===== config.mk =====
export PLATFORM = sky130hd
export DESIGN_NAME = im_fetch_flat
export DESIGN_NICKNAME = d
export VERILOG_FILES = /design/src/rtl/im_fetch_pkg.sv /design/src/rtl/im_fetch_if.sv /design/src/rtl/im_fetch_fifo.sv /design/src/rtl/im_fetch.sv /design/src/flat_wrapper.sv
export SDC_FILE = /design/constraint.sdc
export NUM_CORES = 1
export LEC_CHECK = 0
export CORE_MARGIN = 2
export CORE_UTILIZATION = 30
export DETAILED_ROUTE_END_ITERATION = 12
export HOLD_SLACK_MARGIN = 0.06
export PLACE_DENSITY_LB_ADDON = 0.15
export SETUP_SLACK_MARGIN = 0.05
export SLEW_MARGIN = 0
export SYNTH_ARGS = -nofsm -noshare
export SYNTH_HDL_FRONTEND = slang
export SYNTH_SLANG_ARGS = --single-unit

===== constraint.sdc =====
create_clock -name clk -period 6.96 [get_ports clk]
set_input_delay 1.392 -clock clk [delete_from_list [all_inputs] [get_ports clk]]
set_output_delay 1.392 -clock clk [all_outputs]
set_load 0.005 [all_outputs]

===== src/rtl/im_fetch_pkg.sv =====
// Shared constants for the instruction-memory fetch path.
// The IM geometry macros normally come from the shared include; defaults keep standalone builds working.
`ifndef INS_RAM_DEPTH
`define INS_RAM_DEPTH 16
`endif
`ifndef INS_RAM_DATA_WIDTH
`define INS_RAM_DATA_WIDTH 32
`endif

package im_fetch_pkg;
  localparam int IM_DEPTH      = `INS_RAM_DEPTH;
  localparam int IM_AW         = $clog2(`INS_RAM_DEPTH);
  localparam int IM_DW         = `INS_RAM_DATA_WIDTH;
  localparam int IM_RD_LATENCY = 2;
  localparam int IM_FIFO_DEPTH = 8;
endpackage


===== src/rtl/im_fetch_if.sv =====
// Bundle of control, IM read-port and decoder-stream signals of im_fetch.
// master = fetch block side, slave = environment (IM + decoder + sequencer) side.
interface im_fetch_if import im_fetch_pkg::*; #(
  parameter int ADDR_WIDTH = IM_AW,
  parameter int DATA_WIDTH = IM_DW
);
  logic                  start_pulse;
  logic [ADDR_WIDTH:0]   n_ins;
  logic                  busy;
  logic                  done_pulse;
  logic                  rd_en;
  logic [ADDR_WIDTH-1:0] rd_addr;
  logic [DATA_WIDTH-1:0] dout;
  logic [DATA_WIDTH-1:0] ins_data;
  logic                  ins_valid;
  logic                  ins_ready;

  modport master (
    input  start_pulse, n_ins, dout, ins_ready,
    output busy, done_pulse, rd_en, rd_addr, ins_data, ins_valid
  );
  modport slave (
    output start_pulse, n_ins, dout, ins_ready,
    input  busy, done_pulse, rd_en, rd_addr, ins_data, ins_valid
  );
endinterface


===== src/rtl/im_fetch_fifo.sv =====
// First-word-fall-through FIFO: head_o shows the oldest entry whenever count_o != 0.
// Head is forced to zero when empty so the consumer never sees stale words.
module im_fetch_fifo import im_fetch_pkg::*; #(
  parameter int WIDTH = IM_DW,
  parameter int DEPTH = IM_FIFO_DEPTH
) (
  input  logic                   clk,
  input  logic                   rst_n,
  input  logic                   push_i,
  input  logic [WIDTH-1:0]       din_i,
  input  logic                   pop_i,
  output logic [WIDTH-1:0]       head_o,
  output logic [$clog2(DEPTH):0] count_o
);
  localparam int PW = $clog2(DEPTH);
  localparam logic [PW:0] FULL_C = (PW+1)'(DEPTH);

  logic [WIDTH-1:0] mem_q [DEPTH];
  logic [PW-1:0]    wr_ptr_q, rd_ptr_q;
  logic [PW:0]      cnt_q;

  always_ff @(posedge clk or negedge rst_n) begin
    if (!rst_n) begin
      wr_ptr_q <= '0;
      rd_ptr_q <= '0;
      cnt_q    <= '0;
    end else begin
      if (push_i) wr_ptr_q <= wr_ptr_q + 1'b1;
      if (pop_i)  rd_ptr_q <= rd_ptr_q + 1'b1;
      cnt_q <= cnt_q + {{PW{1'b0}}, push_i} - {{PW{1'b0}}, pop_i};
    end
  end

  always_ff @(posedge clk) begin
    if (push_i) mem_q[wr_ptr_q] <= din_i;
  end

  assign head_o  = (cnt_q != '0) ? mem_q[rd_ptr_q] : '0;
  assign count_o = cnt_q;

  // Upstream credit accounting must make these unreachable.
  a_no_overflow:  assert property (@(posedge clk) disable iff (!rst_n) !(push_i && !pop_i && cnt_q == FULL_C));
  a_no_underflow: assert property (@(posedge clk) disable iff (!rst_n) !(pop_i && cnt_q == '0));
endmodule


===== src/rtl/im_fetch.sv =====
// Streams n_ins words from IM address 0 into the decoder through a credit-limited prefetch FIFO.
// Reads are only issued when the FIFO is guaranteed room for every outstanding return.
module im_fetch import im_fetch_pkg::*; #(
  parameter int ADDR_WIDTH = IM_AW,
  parameter int DATA_WIDTH = IM_DW,
  parameter int RD_LATENCY = IM_RD_LATENCY,
  parameter int FIFO_DEPTH = IM_FIFO_DEPTH
) (
  input  logic       clk,
  input  logic       rst_n,
  im_fetch_if.master bus
);
  typedef enum logic [1:0] {S_IDLE, S_RUN, S_DONE} state_e;

  localparam int CW = $clog2(FIFO_DEPTH) + 1;
  localparam logic [CW:0] DEPTH_C = (CW+1)'(FIFO_DEPTH);

  state_e                state_q, state_d;
  logic [ADDR_WIDTH:0]   n_q, n_d, iss_q, iss_d, acc_q, acc_d;
  logic                  rd_en_q, rd_en_d;
  logic [ADDR_WIDTH-1:0] rd_addr_q, rd_addr_d;
  logic [RD_LATENCY-1:0] vld_pipe_q;
  logic [CW-1:0]         inflight_q, inflight_d, fifo_cnt;
  logic [DATA_WIDTH-1:0] fifo_head;
  logic                  push, hs;
  logic [CW:0]           credit_used;

  assign push = vld_pipe_q[RD_LATENCY-1];
  assign hs   = bus.ins_valid & bus.ins_ready;
  // A pop this cycle frees a slot the next read can already claim.
  assign credit_used = {1'b0, inflight_q} + {1'b0, fifo_cnt} - {{CW{1'b0}}, hs};

  always_comb begin
    state_d   = state_q;
    n_d       = n_q;
    iss_d     = iss_q;
    acc_d     = acc_q;
    rd_en_d   = 1'b0;
    rd_addr_d = rd_addr_q;
    case (state_q)
      S_IDLE: if (bus.start_pulse) begin
        n_d   = bus.n_ins;
        iss_d = '0;
        acc_d = '0;
        if (bus.n_ins == '0) begin
          state_d = S_DONE;
        end else begin
          state_d   = S_RUN;
          rd_en_d   = 1'b1;
          rd_addr_d = '0;
          iss_d     = {{ADDR_WIDTH{1'b0}}, 1'b1};
        end
      end
      S_RUN: begin
        if (iss_q < n_q && credit_used < DEPTH_C) begin
          rd_en_d   = 1'b1;
          rd_addr_d = iss_q[ADDR_WIDTH-1:0];
          iss_d     = iss_q + 1'b1;
        end
        if (hs) begin
          acc_d = acc_q + 1'b1;
          if (acc_d == n_q) state_d = S_DONE;
        end
      end
      S_DONE:  state_d = S_IDLE;
      default: state_d = S_IDLE;
    endcase
  end

  assign inflight_d = inflight_q + {{(CW-1){1'b0}}, rd_en_d} - {{(CW-1){1'b0}}, push};

  always_ff @(posedge clk or negedge rst_n) begin
    if (!rst_n) begin
      state_q    <= S_IDLE;
      n_q        <= '0;
      iss_q      <= '0;
      acc_q      <= '0;
      rd_en_q    <= 1'b0;
      rd_addr_q  <= '0;
      vld_pipe_q <= '0;
      inflight_q <= '0;
    end else begin
      state_q       <= state_d;
      n_q           <= n_d;
      iss_q         <= iss_d;
      acc_q         <= acc_d;
      rd_en_q       <= rd_en_d;
      rd_addr_q     <= rd_addr_d;
      inflight_q    <= inflight_d;
      vld_pipe_q[0] <= rd_en_q;
      for (int i = 1; i < RD_LATENCY; i++) vld_pipe_q[i] <= vld_pipe_q[i-1];
    end
  end

  im_fetch_fifo #(.WIDTH(DATA_WIDTH), .DEPTH(FIFO_DEPTH)) u_fifo (
    .clk     (clk),
    .rst_n   (rst_n),
    .push_i  (push),
    .din_i   (bus.dout),
    .pop_i   (hs),
    .head_o  (fifo_head),
    .count_o (fifo_cnt)
  );

  assign bus.rd_en      = rd_en_q;
  assign bus.rd_addr    = rd_addr_q;
  assign bus.busy       = (state_q != S_IDLE);
  assign bus.done_pulse = (state_q == S_DONE);
  assign bus.ins_valid  = (fifo_cnt != '0);
  assign bus.ins_data   = fifo_head;
endmodule

===== src/flat_wrapper.sv =====
// flat-port wrapper written by rule: the top's interface ports become plain ports
module im_fetch_flat import im_fetch_pkg::*;
#(
  parameter int ADDR_WIDTH = IM_AW,
  parameter int DATA_WIDTH = IM_DW,
  parameter int RD_LATENCY = IM_RD_LATENCY,
  parameter int FIFO_DEPTH = IM_FIFO_DEPTH
)
  (clk, rst_n, bus_start_pulse, bus_n_ins, bus_dout, bus_ins_ready, bus_busy, bus_done_pulse, bus_rd_en, bus_rd_addr, bus_ins_data, bus_ins_valid);
  im_fetch_if #(.ADDR_WIDTH(ADDR_WIDTH), .DATA_WIDTH(DATA_WIDTH)) bus_i ();
  input  logic clk;
  input  logic rst_n;
  input wire logic [$bits(bus_i.start_pulse)-1:0] bus_start_pulse;
  input wire logic [$bits(bus_i.n_ins)-1:0] bus_n_ins;
  input wire logic [$bits(bus_i.dout)-1:0] bus_dout;
  input wire logic [$bits(bus_i.ins_ready)-1:0] bus_ins_ready;
  output wire logic [$bits(bus_i.busy)-1:0] bus_busy;
  output wire logic [$bits(bus_i.done_pulse)-1:0] bus_done_pulse;
  output wire logic [$bits(bus_i.rd_en)-1:0] bus_rd_en;
  output wire logic [$bits(bus_i.rd_addr)-1:0] bus_rd_addr;
  output wire logic [$bits(bus_i.ins_data)-1:0] bus_ins_data;
  output wire logic [$bits(bus_i.ins_valid)-1:0] bus_ins_valid;
  assign bus_i.start_pulse = bus_start_pulse;
  assign bus_i.n_ins = bus_n_ins;
  assign bus_i.dout = bus_dout;
  assign bus_i.ins_ready = bus_ins_ready;
  assign bus_busy = bus_i.busy;
  assign bus_done_pulse = bus_i.done_pulse;
  assign bus_rd_en = bus_i.rd_en;
  assign bus_rd_addr = bus_i.rd_addr;
  assign bus_ins_data = bus_i.ins_data;
  assign bus_ins_valid = bus_i.ins_valid;
  im_fetch #(.ADDR_WIDTH(ADDR_WIDTH), .DATA_WIDTH(DATA_WIDTH), .RD_LATENCY(RD_LATENCY), .FIFO_DEPTH(FIFO_DEPTH)) u_core (.clk(clk), .rst_n(rst_n), .bus(bus_i));
endmodule

==> results.sh, run 1 <==
export IMPL_status="complete, no violations"
export IMPL_initial_core_util_pct=30.6
export IMPL_dieArea_um2=41200
export IMPL_die_h_um=203
export IMPL_hold_viol_final=0
export IMPL_fin_tns_setup_ns=0
export IMPL_routedWlPerCell_um=20.2
export IMPL_utilization_pct=37.2
export IMPL_drcViolationCount=0
export IMPL_viasPerCell=4.58
export IMPL_ir_worst_vdd_uv=192
export IMPL_area_growth_pct=21.6
export IMPL_grt_pass1_vias=6419
export IMPL_ys_seq_area_share_pct=72.8
export IMPL_worstPathCellList="buf_4 -> mux4_2 -> mux2i_1 -> nor2_1 -> clkdlybuf4s50_1"
export IMPL_drv_slew=0
export IMPL_dp_hpwl_um=14800
export IMPL_worstSkewPairLatency_ns=0.51
export IMPL_grt_pass1_wl_um=39200
export IMPL_core_area_um2=38800
export IMPL_hold_depth=0
export IMPL_period_share_pct=70.1
export IMPL_cts_tree="built"
export IMPL_ys_top_cells_by_count="edfxtp_1 (256), mux4_2 (64), nor2_1 (43)"
export IMPL_netlist_area_um2=11900
export IMPL_crit_family="flip-flops"
export IMPL_antenna_found_initial=3
export IMPL_via_count=5864
export IMPL_synth_cells=629
export IMPL_max_cap_violations=0
export IMPL_worstHoldPathType="reg2reg"
export IMPL_stdcell_area_um2=14400
export IMPL_crit_type="reg2out"
export IMPL_synthTopCellsByArea="edfxtp_1 (65%), mux4_2 (12%), dfrtp_1 (8.0%), mux2i_1 (3.4%), ha_1 (2.3%)"
export IMPL_synth_fp_nets=694
export IMPL_worstPathRequired_ns=5.57
export IMPL_wirelength_um=25800
export IMPL_ys_ff_latch=294
export IMPL_finalSetupViolCount=0
export IMPL_cts_hold_buffers_added=0
export IMPL_ant_nets=0
export IMPL_fill_cells=3589
export IMPL_cp_max_fo=48
export IMPL_rr_endpoint="u_core.inflight_q[2]$_DFF_PN0_"
export IMPL_cts_sinks=294
export IMPL_gr_total_overflow=0
export IMPL_clockBufferDepth=3
export IMPL_maxSlewHeadroom_pct=28.3
export IMPL_drt_iter0_markers=220
export IMPL_grt_use_total_pct=12.7
export IMPL_cp_arrival_ns=3.49
export IMPL_min_to="u_core.vld_pipe_q[1]$_DFF_PN0_"
export IMPL_cpMaxStageDelayCell="dfrtp_4"
export IMPL_r2r_cells=18
export IMPL_clk_pin_slew_worst_paths_ns=0.06
export IMPL_cts_setup_buffers=0
export IMPL_rsz0062_at_grt="no"
export IMPL_crit_path_end_kind="output port"
export IMPL_async_flop_share_pct=12.9
export IMPL_tightest_slew_ns=1.08
export IMPL_cts_resized=0
export IMPL_grt_start_max_net_pins=67
export IMPL_synth_top_area_cell="edfxtp_1"
export IMPL_cts_root_buf="clkbuf_16"
export IMPL_timing_final_ws_setup_ns=2.08
export IMPL_r2r_start="u_core.u_fifo.count_o[2]$_DFF_PN0_"
export IMPL_path_buf_inv=2
export IMPL_synth_most_common_cell="edfxtp_1"
export IMPL_drt_pass1_iterations=4
export IMPL_drive_gt1_share_pct=19.7
export IMPL_boundaryPins=81
export IMPL_fin_crit_ns=4.88
export IMPL_dpl_cell_area_um2=13400
export IMPL_max_stage_delay_ns=1.11
export IMPL_leakagePower_nw=4.97
export IMPL_gp_congestion=0.744
export IMPL_synth_edff_count=256
export IMPL_ys_types=39
export IMPL_power_density_nw_per_um2=424
export IMPL_power_mw=6.12
export IMPL_syn_area_per_cell_um2=18.9
export IMPL_io_buffers=80
export IMPL_ys_warnings_count=0
export IMPL_nets=799
export IMPL_fmax_mhz=205
export IMPL_synth_flop_cell="edfxtp_1"
export IMPL_fp_dieW_um=203
export IMPL_num_rows=72
export IMPL_hp_start="u_core.vld_pipe_q[0]$_DFF_PN0_"
export IMPL_skew_ns=0.0160
export IMPL_timing_reg2reg_setup_slack_ns=3.23
export IMPL_place_ws_ns=2.09
export IMPL_crit_path_start_kind="flop"
export IMPL_yosysTopAreaCellShare_pct=64.8
export IMPL_cts_buffers=36
export IMPL_cts_htree_levels=2
[cell type report]
| class | count | area (µm²) | area share, % |
|---|---|---|---|
| Sequential cell | 294 | 8650 | 59.9 |
| Multi-Input combinational cell | 284 | 3070 | 21.3 |
| Clock buffer | 38 | 908 | 6.30 |
| Timing Repair Buffer | 93 | 893 | 6.19 |
| Tap cell | 518 | 648 | 4.49 |
| Clock inverter | 27 | 161 | 1.12 |
| Inverter | 25 | 93.8 | 0.650 |
| Antenna cell | 1 | 2.50 | 0.0173 |
[flip-flops by register name, summed over array words and instances, names as in the netlist]
signal / count
u_core.acc_q: 5
u_core.bus.rd_addr: 4
u_core.bus.rd_en: 1
u_core.inflight_q: 4
u_core.iss_q: 5
u_core.n_q: 5
u_core.state_q: 2
u_core.u_fifo.count_o: 4
u_core.u_fifo.mem_q: 256
u_core.u_fifo.rd_ptr_q: 3
u_core.u_fifo.wr_ptr_q: 3
u_core.vld_pipe_q: 2
[how the worst max path moves through the flow]
stage	from	to	slack (ns)	cells after the start
3_3_place_gp	bus_ins_ready	u_core.inflight_q[1]$_DFF_PN0_	2.19	15
6_report	u_core.u_fifo.rd_ptr_q[0]$_DFFE_PN0P_	bus_ins_data[23]	2.08	5
3_5_place_dp	bus_ins_ready	u_core.inflight_q[2]$_DFF_PN0_	2.09	15
5_1_grt	u_core.u_fifo.rd_ptr_q[0]$_DFFE_PN0P_	bus_ins_data[23]	1.77	5
4_1_cts	u_core.u_fifo.rd_ptr_q[0]$_DFFE_PN0P_	bus_ins_data[0]	1.92	5
2_1_floorplan	bus_ins_ready	u_core.inflight_q[2]$_DFF_PN0_	2.90	15
[report_power, final]
group          switching (mW)  internal [mW]
Combinational           0.854           1.13
Clock                   0.713          0.954
Sequential              0.306           2.17
Total                    1.87           4.25
[stage by stage]
stage,hold WS [ns],cells
finish,0.359,1280
global placement,0.343,1214
floorplan,0.331,629
global route,0.371,1279
CTS,0.367,1279
detailed placement,0.341,1214
[per-layer routing]
metal,wire length (µm),track usage [%],vias up,share of wire (%)
li1,-,-,2672,-
met4,395,3.02,2,1.5
met5,11,0,-,0.043
met1,11400,16.5,3043,44
met2,12700,21.7,111,49
met3,1290,3.03,36,5.0
[worst reg2reg max path, stage by stage, from the launching register on]
cell,delay [ns]
dfrtp_1,0.32
inv_1,0.06
ha_1,0.19
nor3b_4,0.15
inv_1,0.13
nand2_1,0.19
or2_2,0.33
ha_1,0.27
nand3_1,0.07
o21ai_1,0.16
mux2_4,0.33
and2_4,0.22
nor2_1,0.13
ha_1,0.24
inv_1,0.06
ha_1,0.15
inv_1,0.06
fa_1,0.40
xnor2_1,0.14
[cells in the final DEF (no fill, tap or decap), drive strengths merged, types with 12 or more instances in the layout]
cell,n
clkinv,22
mux4,64
mux2i,40
nand3,12
buf,14
ha,22
nand2,29
clkdlybuf4s50,79
inv,27
clkbuf,38
edfxtp,256
dfrtp,38
xnor2,13
nor2,43
o21ai,15
[kinds of logic after synthesis]
| kind of cell | count (synthesis) | share of synthesized area [%] |
|---|---|---|
| adders and majority gates | 24 | 2.66 |
| DFF | 294 | 72.8 |
| and+or+nand+nor | 106 | 4.03 |
| buffers and inverters | 51 | 1.81 |
| AOI/OAI and AO/OA | 26 | 1.28 |
| muxes | 108 | 15.9 |
| xor gates and xnor gates | 20 | 1.48 |
Power figures use the tool's default switching activity.
==> inputs of run 2 (changes only) <==
Clock period 6.96 ns to 4.52 ns, I/O delays scaled along.
==> results.sh, run 2 (same netlist as run 1, synthesis figures left out) <==
export IMPL_cts_sinks=294
export IMPL_numPlacedInstances=1217
export IMPL_top_register="u_core.u_fifo.mem_q"
export IMPL_layout_commonest_cell="edfxtp_1"
export IMPL_worstSkewPairLatency_ns=0.50
export IMPL_finalSetupViolCount=0
export IMPL_combPwrFrac_pct=33.6
export IMPL_skew_ns=0.00732
export IMPL_dp_hpwl_um=15200
export IMPL_drt_iter0_markers=233
export IMPL_fin_tns_setup_ns=0
export IMPL_gr_total_overflow=0
export IMPL_r2r_cells=18
export IMPL_switching_power_mw=2.84
export IMPL_cp_arrival_ns=3.00
export IMPL_antenna_found_initial=2
export IMPL_leakagePower_nw=4.98
export IMPL_period_share_pct=86.3
export IMPL_wirelength_um=26200
export IMPL_fin_crit_ns=3.90
export IMPL_io_buffers=80
export IMPL_clockBufferDepth=3
export IMPL_worstHoldPathType="reg2reg"
export IMPL_via_count=5896
export IMPL_worstPathCellList="buf_4 -> mux4_2 -> mux2i_1 -> nor2_1 -> clkdlybuf4s50_1"
export IMPL_tightest_slew_ns=0.936
export IMPL_gp_congestion=0.748
export IMPL_initial_core_util_pct=30.6
export IMPL_insertedDiodeCount=0
export IMPL_grt_use_total_pct=12.9
export IMPL_rsz0062_at_grt="no"
export IMPL_fp_dieW_um=203
export IMPL_nets=801
export IMPL_rr_endpoint="u_core.inflight_q[2]$_DFF_PN0_"
export IMPL_grt_start_max_net_pins=39
export IMPL_crit_path_start_kind="flop"
export IMPL_area_growth_pct=21.8
export IMPL_drv_slew=0
export IMPL_seqPwrFrac_pct=39.3
export IMPL_swShare_pct=30.0
export IMPL_clk_pin_slew_worst_paths_ns=0.06
export IMPL_cpMaxStageDelayCell="dfrtp_4"
export IMPL_cp_max_fo=28
export IMPL_grt_pass1_vias=6480
export IMPL_status="complete, no violations"
export IMPL_cts_buffers=35
export IMPL_largest_register_ffs=256
export IMPL_routedWlPerCell_um=20.5
export IMPL_drive_gt1_share_pct=18.9
export IMPL_utilization_pct=37.2
export IMPL_hp_start="u_core.vld_pipe_q[0]$_DFF_PN0_"
export IMPL_seq_area_um2=8650
export IMPL_max_cap_violations=0
export IMPL_internal_power_mw=6.63
export IMPL_die_h_um=203
export IMPL_drcViolationCount=0
export IMPL_drt_pass1_iterations=6
export IMPL_worstPathRequired_ns=3.62
export IMPL_ant_nets=0
export IMPL_cts_resized=0
export IMPL_cts_htree_levels=2
export IMPL_core_area_um2=38800
export IMPL_boundaryPins=81
export IMPL_multiInputGateArea_um2=3070
export IMPL_fmax_mhz=256
export IMPL_hold_depth=0
export IMPL_crit_type="reg2out"
export IMPL_ir_worst_vdd_uv=297
export IMPL_viasPerCell=4.61
export IMPL_p_clk_share_pct=27.0
export IMPL_crit_path_end_kind="output port"
export IMPL_power_density_nw_per_um2=655
export IMPL_num_rows=72
export IMPL_cts_setup_buffers=0
export IMPL_fill_cells=3592
export IMPL_timing_reg2reg_setup_slack_ns=0.91
export IMPL_final_cells=1280
export IMPL_r2r_start="u_core.u_fifo.count_o[2]$_DFF_PN0_"
export IMPL_cts_root_buf="clkbuf_16"
export IMPL_cts_hold_buffers_added=0
export IMPL_dieArea_um2=41200
export IMPL_cts_tree="built"
export IMPL_grt_pass1_wl_um=39700
export IMPL_layout_common_cells="edfxtp_1 (256), clkdlybuf4s50_1 (79), mux4_2 (64)"
export IMPL_hold_viol_final=0
export IMPL_maxSlewHeadroom_pct=37.5
export IMPL_min_to="u_core.vld_pipe_q[1]$_DFF_PN0_"
export IMPL_max_stage_delay_ns=0.82
-- run 2: changes by cell type in the layout (fill, tap and decap cells not counted) --
cell,change
buf_4,+1
clkinv_2,-5
clkinv_4,-1
diode_2,-1
inv_16,-1
clkbuf_1,+9
buf_12,+2
bufinv_16,+1
clkinv_1,-2
clkinvlp_4,-3
-- run 2: final cells by class --
class / instances / area share (%)
Inverter: 25 / 0.649
Sequential cell: 294 / 59.8
Multi-Input combinational cell: 284 / 21.3
Timing Repair Buffer: 96 / 6.51
Tap cell: 518 / 4.48
Clock buffer: 47 / 6.52
Clock inverter: 16 / 0.745
-- run 2: per-layer routing --
metal	wire length [µm]	vias to the layer above	global-route usage, %	part of all wire [%]
met2	13200	118	22.6	51
li1	-	2672	-	-
met5	0	-	0	0
met4	422	0	3.34	1.6
met3	1290	32	2.99	4.9
met1	11200	3074	16.1	43
-- run 2: how the worst max path moves through the flow --
stage / startpoint / to / cells past startpoint
floorplan: bus_ins_ready / u_core.inflight_q[2]$_DFF_PN0_ / 15
global placement: bus_ins_ready / u_core.inflight_q[1]$_DFF_PN0_ / 15
detailed placement: bus_ins_ready / u_core.inflight_q[2]$_DFF_PN0_ / 15
CTS: u_core.u_fifo.rd_ptr_q[0]$_DFFE_PN0P_ / bus_ins_data[16] / 5
global route: u_core.u_fifo.rd_ptr_q[0]$_DFFE_PN0P_ / bus_ins_data[16] / 5
finish: u_core.u_fifo.rd_ptr_q[0]$_DFFE_PN0P_ / bus_ins_data[16] / 5
-- run 2: critical path: cells and delay by family, from the launching register on --
kind / cells / cell delay [ns]
muxes: 2 / 0.76
and+or+nand+nor: 1 / 0.06
buffers and inverters: 2 / 0.84
DFF: 1 / 0.82
-- run 2: power by group through the flow --
stage / combinational, mW / clock [mW] / sequential (mW)
after CTS: 3.29 / 2.64 / 3.75
after global routing: 3.55 / 2.74 / 3.78
after floorplan: 2.19 / 0 / 3.53
after detailed placement: 3.28 / 0 / 3.80
after global placement: 3.24 / 0 / 3.78
final: 3.19 / 2.56 / 3.72
-- run 2: stage by stage --
stage               setup WS, ns  instance area, µm²  hold WS (ns)  power, mW
finish                     0.618               14500         0.358       9.47
global route               0.389               14500         0.367       10.1
CTS                        0.485               14500         0.357       9.68
detailed placement         0.276               13400         0.338       7.07
global placement           0.376               13400         0.340       7.01
floorplan                  0.946               11900         0.331       5.72
==> RTL edit 1 (flow settings as in run 2) <==
Set the package constant `IM_FIFO_DEPTH` to 16 (it was 8).
--- a/src/rtl/im_fetch_pkg.sv
+++ b/src/rtl/im_fetch_pkg.sv
@@ -14,3 +14,3 @@
   localparam int IM_RD_LATENCY = 2;
-  localparam int IM_FIFO_DEPTH = 8;
+  localparam int IM_FIFO_DEPTH = 16;
 endpackage
Check against the original RTL: same outputs for any inputs over 4 cycles, from zero or initial values and one cycle with rst_n low; that may be too few to reach the edited logic, so the function may still have changed.
==> RTL edit 1 against run 2 <==
- design area increased by 80%
- critical endpoint is now bus_ins_data[31]
- sequential cell count rose by 260
- wire length is 96% higher
- worst setup slack worse by 0.38 ns
- synthesized area is 85% higher
- total power up 72%
- global-route usage rose by 0.94 points
- largest cell class unchanged
- worst hold slack worse by 0.20 ns
==> RTL edit 1: results (changes against run 2) <==
- The number of antenna violations at the first check in global routing was 1 (-1).
* Final HPWL DP: 28.7 mm (+89%)
- First-pass GRT wire length: 75.2 mm (+90%)
- The number of global-route vias before repair is 11114 (+72%).
* CP peak stage delay: 0.55 ns (-0.27 ns)
- Worst-skew pair later-pin latency: 0.63 ns (+0.13 ns)
- Max-slew headroom at the worst pin: 30.8% (-6.7 points)
- Async set-reset flop share out of synthesis: 7.58% (-5.3 points)
- Via count: 10138 (+72%)
- Number of vias per cell after detailed routing: 4.72 (+2.5%)
* Commonest cells post-synth: edfxtp_1 (512), mux4_2 (160), and2_1 (48)
* Class of the tightest hold or removal check: primary input to asynchronous set/reset pin
* Fmax achieved: 0.233 GHz (-9.0%)
- GR Util All Layers: 13.8% (+0.94 points)
* Run status: complete, no violations
* Number of enable-type register cells in the synthesized netlist: 512 (+100%)
- Share of synthesized area occupied by flip-flops and latches: 75.0% (+2.2 points)
* GP Congestion: 0.694 (-7.3%)
- Routed WL per cell: 23.8 um (+17%)
* Total clock buffers created by CTS: 60 (+71%)
- The total standard cell area after synthesis came to 21900 sq um (+85%).
- The detailed-router iteration count before antenna repair is 4 (-2).
- The number of DRC markers in iteration 0 came to 733 (+210%).
* Flip-flop count of the largest register, all copies and words added: 512 (+100%)
* Placed Cells incl. Taps: 2041 (+68%)
- The count of mapped cells out of synthesis was 1013 (+61%).
- Ranked by total cell area, the synthesized netlist is headed by edfxtp_1 (70%), mux4_2 (16%), dfrtp_1 (4.8%), ha_1 (1.7%), and2_1 (1.4%).
* Number of nets in the layout: 1216 (+52%)
- The largest vdd supply drop came to 0.345 mV (+16%).
- The data arrival time of the worst path is 3.38 ns (+0.38 ns).
* Pin count of the biggest net entering global routing: 35 (-10%)
[RTL edit 1: changes by cell type after synthesis, sizes merged, moves of 19 or more]
cell,before,now
nor2,43,7
mux4,64,160
clkbuf,8,27
and2,2,48
mux2i,40,0
edfxtp,256,512
[RTL edit 1: path summary, 6_finish.rpt]
check,end,cells past startpoint,startpoint,slack [ns]
max in group asynchronous,u_core.u_fifo.rd_ptr_q[3]$_DFFE_PN0P_,2,rst_n,3.61
worst max register to register,u_core.inflight_q[4]$_DFF_PN0_,18,u_core.u_fifo.count_o[3]$_DFF_PN0_,0.55
worst max-delay path,bus_ins_data[31],6,u_core.u_fifo.rd_ptr_q[0]$_DFFE_PN0P_,0.23
worst min register to register,u_core.vld_pipe_q[1]$_DFF_PN0_,0,u_core.vld_pipe_q[0]$_DFF_PN0_,0.35
min in group clk,u_core.vld_pipe_q[1]$_DFF_PN0_,0,u_core.vld_pipe_q[0]$_DFF_PN0_,0.35
worst min-delay path,u_core.u_fifo.rd_ptr_q[1]$_DFFE_PN0P_,1,rst_n,0.16
[RTL edit 1: logic make-up after synthesis]
logic type      Yosys count  share of synthesized area, %
compound gates           42                          1.18
xor+xnor                 24                         0.959
fa+ha+maj                31                          1.84
buf+inv                  79                          1.58
flops                   554                          75.0
mux                     160                          16.4
simple gates            123                          3.02
[RTL edit 1: power by group]
part	switching [mW]	leakage, nW	internal, mW	total (mW)
clock	1.99	0.928	2.73	4.72
sequential	0.346	5.10	6.00	6.34
combinational	2.31	2.40	2.90	5.20
[RTL edit 1: routing by layer]
layer / up-vias / track usage [%] / routed length [um]
li1: 4415 / - / -
met1: 5508 / 18.3 / 22800
met2: 156 / 23.8 / 25700
met3: 59 / 2.50 / 1850
met4: 0 / 3.06 / 784
met5: - / 0 / 0
[RTL edit 1: layout make-up]
| cell class | instances | area (sq um) |
|---|---|---|
| Clock inverter | 31 | 285 |
| Fill cell | 6787 | 46600 |
| Sequential cell | 554 | 16400 |
| Clock buffer | 76 | 1600 |
| Inverter | 30 | 113 |
| Timing Repair Buffer | 118 | 1210 |
| Multi-Input combinational cell | 380 | 5170 |
| Tap cell | 959 | 1200 |
[RTL edit 1: critical path, delay by kind of cell (launching register included)]
family,cells,cell delay [ns]
flops,1,0.52
buf+inv,3,0.96
mux,2,1.08
simple gates,1,0.18
[RTL edit 1: metrics by stage]
| step | instance area (sq um) | setup slack (ns) | power [mW] | hold slack, ns |
|---|---|---|---|---|
| after floorplan | 21900 | 0.423 | 9.73 | 0.331 |
| after global placement | 24100 | 0.283 | 11.8 | 0.333 |
| after detailed placement | 24100 | 0.290 | 11.8 | 0.341 |
| after CTS | 26000 | 0.124 | 16.6 | 0.120 |
| after global routing | 26000 | 0.0611 | 17.2 | 0.136 |
| final | 26000 | 0.233 | 16.3 | 0.159 |
==> RTL edit 2 (config.mk and constraints of run 2) <==
Made on the original files. Take the reset off `n_q` and load it in a clocked block of its own.
--- a/src/rtl/im_fetch.sv
+++ b/src/rtl/im_fetch.sv
@@ -74,3 +74,2 @@
       state_q    <= S_IDLE;
-      n_q        <= '0;
       iss_q      <= '0;
@@ -83,3 +82,2 @@
       state_q       <= state_d;
-      n_q           <= n_d;
       iss_q         <= iss_d;
@@ -92,2 +90,6 @@
     end
+  end
+
+  always_ff @(posedge clk) begin
+    n_q <= n_d;
   end
Check against the original RTL: same outputs for any inputs over 4 cycles, from zero or initial values and one cycle with rst_n low; that may be too few to reach the edited logic, so the function may still have changed.
==> RTL edit 2 against run 2 <==
- synthesized area down 0.35%
- sequential cell count unchanged
- wire length grew 1.9%
- core utilization up 0.24 points
- global-route usage up 0.56 points
- non-clock buffer count up 5
- total power decreased by 1.7%
- worst setup slack improved by 0.030 ns
- first-iteration DRC count grew 29%
- design area grew 0.41%
- critical path type unchanged
- largest power group unchanged
- highest routed layer is now met5
==> RTL edit 2: results (changes against run 2) <==
- The slew at the pin closest to its max-slew limit was 1.09 ns (+0.154 ns).
- Number of distinct library cells after synthesis: 37 (-5.1%)
* Total clock buffers created by CTS: 35 (unchanged)
- Flip-flop count of the largest register, all copies and words added: 256 (unchanged)
* Post-DRT Antenna Nets: 0 (unchanged)
* Placed Cells incl. Taps: 1219 (+0.16%)
* Root buf cell: clkbuf_16
- Count of H-tree levels built during CTS: 2 (unchanged)
* Clock network power: 2.66 mW (+4%)
* GP Congestion: 0.741 (-0.99%)
- The clock insertion delay at the later pin of the skew report came to 0.54 ns (+0.04 ns).
- Routed WL per cell: 20.8 um (+1.7%)
* Number of vias per cell after detailed routing: 4.60 (about the same)
- Async set-reset flop share out of synthesis: 11.2% (-1.7 points)
* Share of synthesized area occupied by flip-flops and latches: 73.3% (+0.47 points)
- Data arrival time of the critical path: 2.97 ns (-0.03 ns)
- The final setup skew came to 0.0202 ns (+0.0129 ns).
* Final cell count without fillers: 1282 (+0.16%)
- The cell-internal power is 6.51 mW (-1.8%).
- Mean instance size in the synthesized netlist: 19.0 sq um (+0.77%)
- The number of warnings issued by yosys is 0 (unchanged).
- Number of enable-type register cells in the synthesized netlist: 261 (+2.0%)
- Initial antenna violation count: 2 (unchanged)
- CP peak stage delay: 0.59 ns (-0.23 ns)
- The clock slew at the register clock pins of the worst setup and hold paths was 0.06 ns (about the same).
- The first-pass GRT wire length was 40.6 mm (+2.3%).
- Class of the tightest hold or removal check: register to register
* GR Util All Layers: 13.5% (+0.56 points)
- The maximum fanout count along the critical path is 21 (-25%).
* Iteration-0 DRC count of the detailed router: 301 (+29%)
- Commonest cells post-synth: edfxtp_1 (261), mux4_2 (64), nor2_1 (45)
- The share of final-layout standard cells stronger than drive strength 1 is 19.8% (+0.89 points).
- The leakage power total is 4.98 nW (about the same).
- The number of global-route vias before repair was 6418 (-0.96%).
- Register name with the most flops: u_core.u_fifo.mem_q
- The post-cts sizing count is 0 (unchanged).
* Final HPWL DP: 15.4 mm (+1.7%)
- Cell at the slowest stage of the critical path: dfrtp_4
- The post-CTS setup repair buffer count is 0 (unchanged).
- Power consumed by combinational cells: 3.05 mW (-4%)
- The detailed-router iteration count before antenna repair came to 4 (-2).
- Dominant cells by area after synthesis: edfxtp_1 (66%), mux4_2 (12%), dfrtp_1 (7.0%), mux2i_1 (3.0%), ha_1 (2.3%)
* Clock Tree Buf Depth: 3 (unchanged)
* Run status: complete, no violations
* Pin count of the biggest net entering global routing: 39 (unchanged)
- The number of nets produced by synthesis came to 687 (-1.0%).
* IO buf count: 80 (unchanged)
- VDD IR-drop max: 0.301 mV (+1.2%)
- Number of nets in the layout: 803 (+0.25%)
==> RTL edit 2: cell count changes in the layout (fill, tap and decap cells not counted), sizes merged, moves of 4 or more <==
cell / before / now
dfrtp: 38 / 33
edfxtp: 256 / 261
mux2i: 40 / 35
nand2: 29 / 24
buf: 17 / 21
clkbuf: 47 / 43
==> RTL edit 2: routing by layer <==
metal	GRT usage, %	share of wire, %	routed length, um
met5	0	0.041	11
met4	4.22	2.1	568
met3	3.24	3.7	990
met2	23.2	51	13700
met1	16.7	43	11400
==> RTL edit 2: worst max-delay path, delay by kind of cell (launching register included) <==
kind	cells	cell delay [ns]
buf+inv	2	0.98
mux	2	0.72
flops	1	0.59
simple gates	1	0.12
==> RTL edit 2: area by class of cell <==
cell class	count	area [sq um]
Inverter	27	101
Clock buffer	43	927
Tap cell	518	648
Timing Repair Buffer	101	983
Multi-Input combinational cell	279	3030
Antenna cell	1	2.50
Sequential cell	294	8670
Fill cell	3592	24200
Clock inverter	19	149
==> RTL edit 2: path summary, 6_finish.rpt <==
path                                                       start                                     to  slack [ns]  depth (start not counted)
max in group asynchronous                                  rst_n  u_core.u_fifo.rd_ptr_q[1]$_DFFE_PN0P_        2.77                          1
setup / recovery           u_core.u_fifo.rd_ptr_q[0]$_DFFE_PN0P_                        bus_ins_data[1]        0.65                          5
hold / removal                    u_core.vld_pipe_q[0]$_DFF_PN0_         u_core.vld_pipe_q[1]$_DFF_PN0_        0.36                          0
setup reg to reg              u_core.u_fifo.count_o[2]$_DFF_PN0_         u_core.inflight_q[2]$_DFF_PN0_        0.89                         18
hold reg to reg                   u_core.vld_pipe_q[0]$_DFF_PN0_         u_core.vld_pipe_q[1]$_DFF_PN0_        0.36                          0
min in group asynchronous                                  rst_n  u_core.u_fifo.rd_ptr_q[2]$_DFFE_PN0P_        0.96                          1
==> RTL edit 2: logic make-up (layout without fill, tap and decap cells) <==
group / count (synthesis) / in the layout / share of synthesized area [%]
adders and majority gates: 24 / 24 / 2.67
other: 0 / 1 / 0
xor gates and xnor gates: 19 / 19 / 1.41
muxes: 102 / 102 / 15.4
DFF: 294 / 294 / 73.3
buffers and inverters: 49 / 190 / 1.64
AOI/OAI and AO/OA: 25 / 25 / 1.33
and+or+nand+nor: 109 / 109 / 4.23
==> RTL edit 2: through the flow <==
stage	worst slack, ns	util, %	area, sq um	total power, mW
2_1_floorplan	0.791	-	11800	5.43
5_1_grt	0.430	37.5	14500	9.87
3_5_place_dp	0.294	34.7	13400	6.81
6_report	0.648	37.5	14500	9.32
4_1_cts	0.527	37.5	14500	9.52
3_3_place_gp	0.341	34.7	13400	6.76
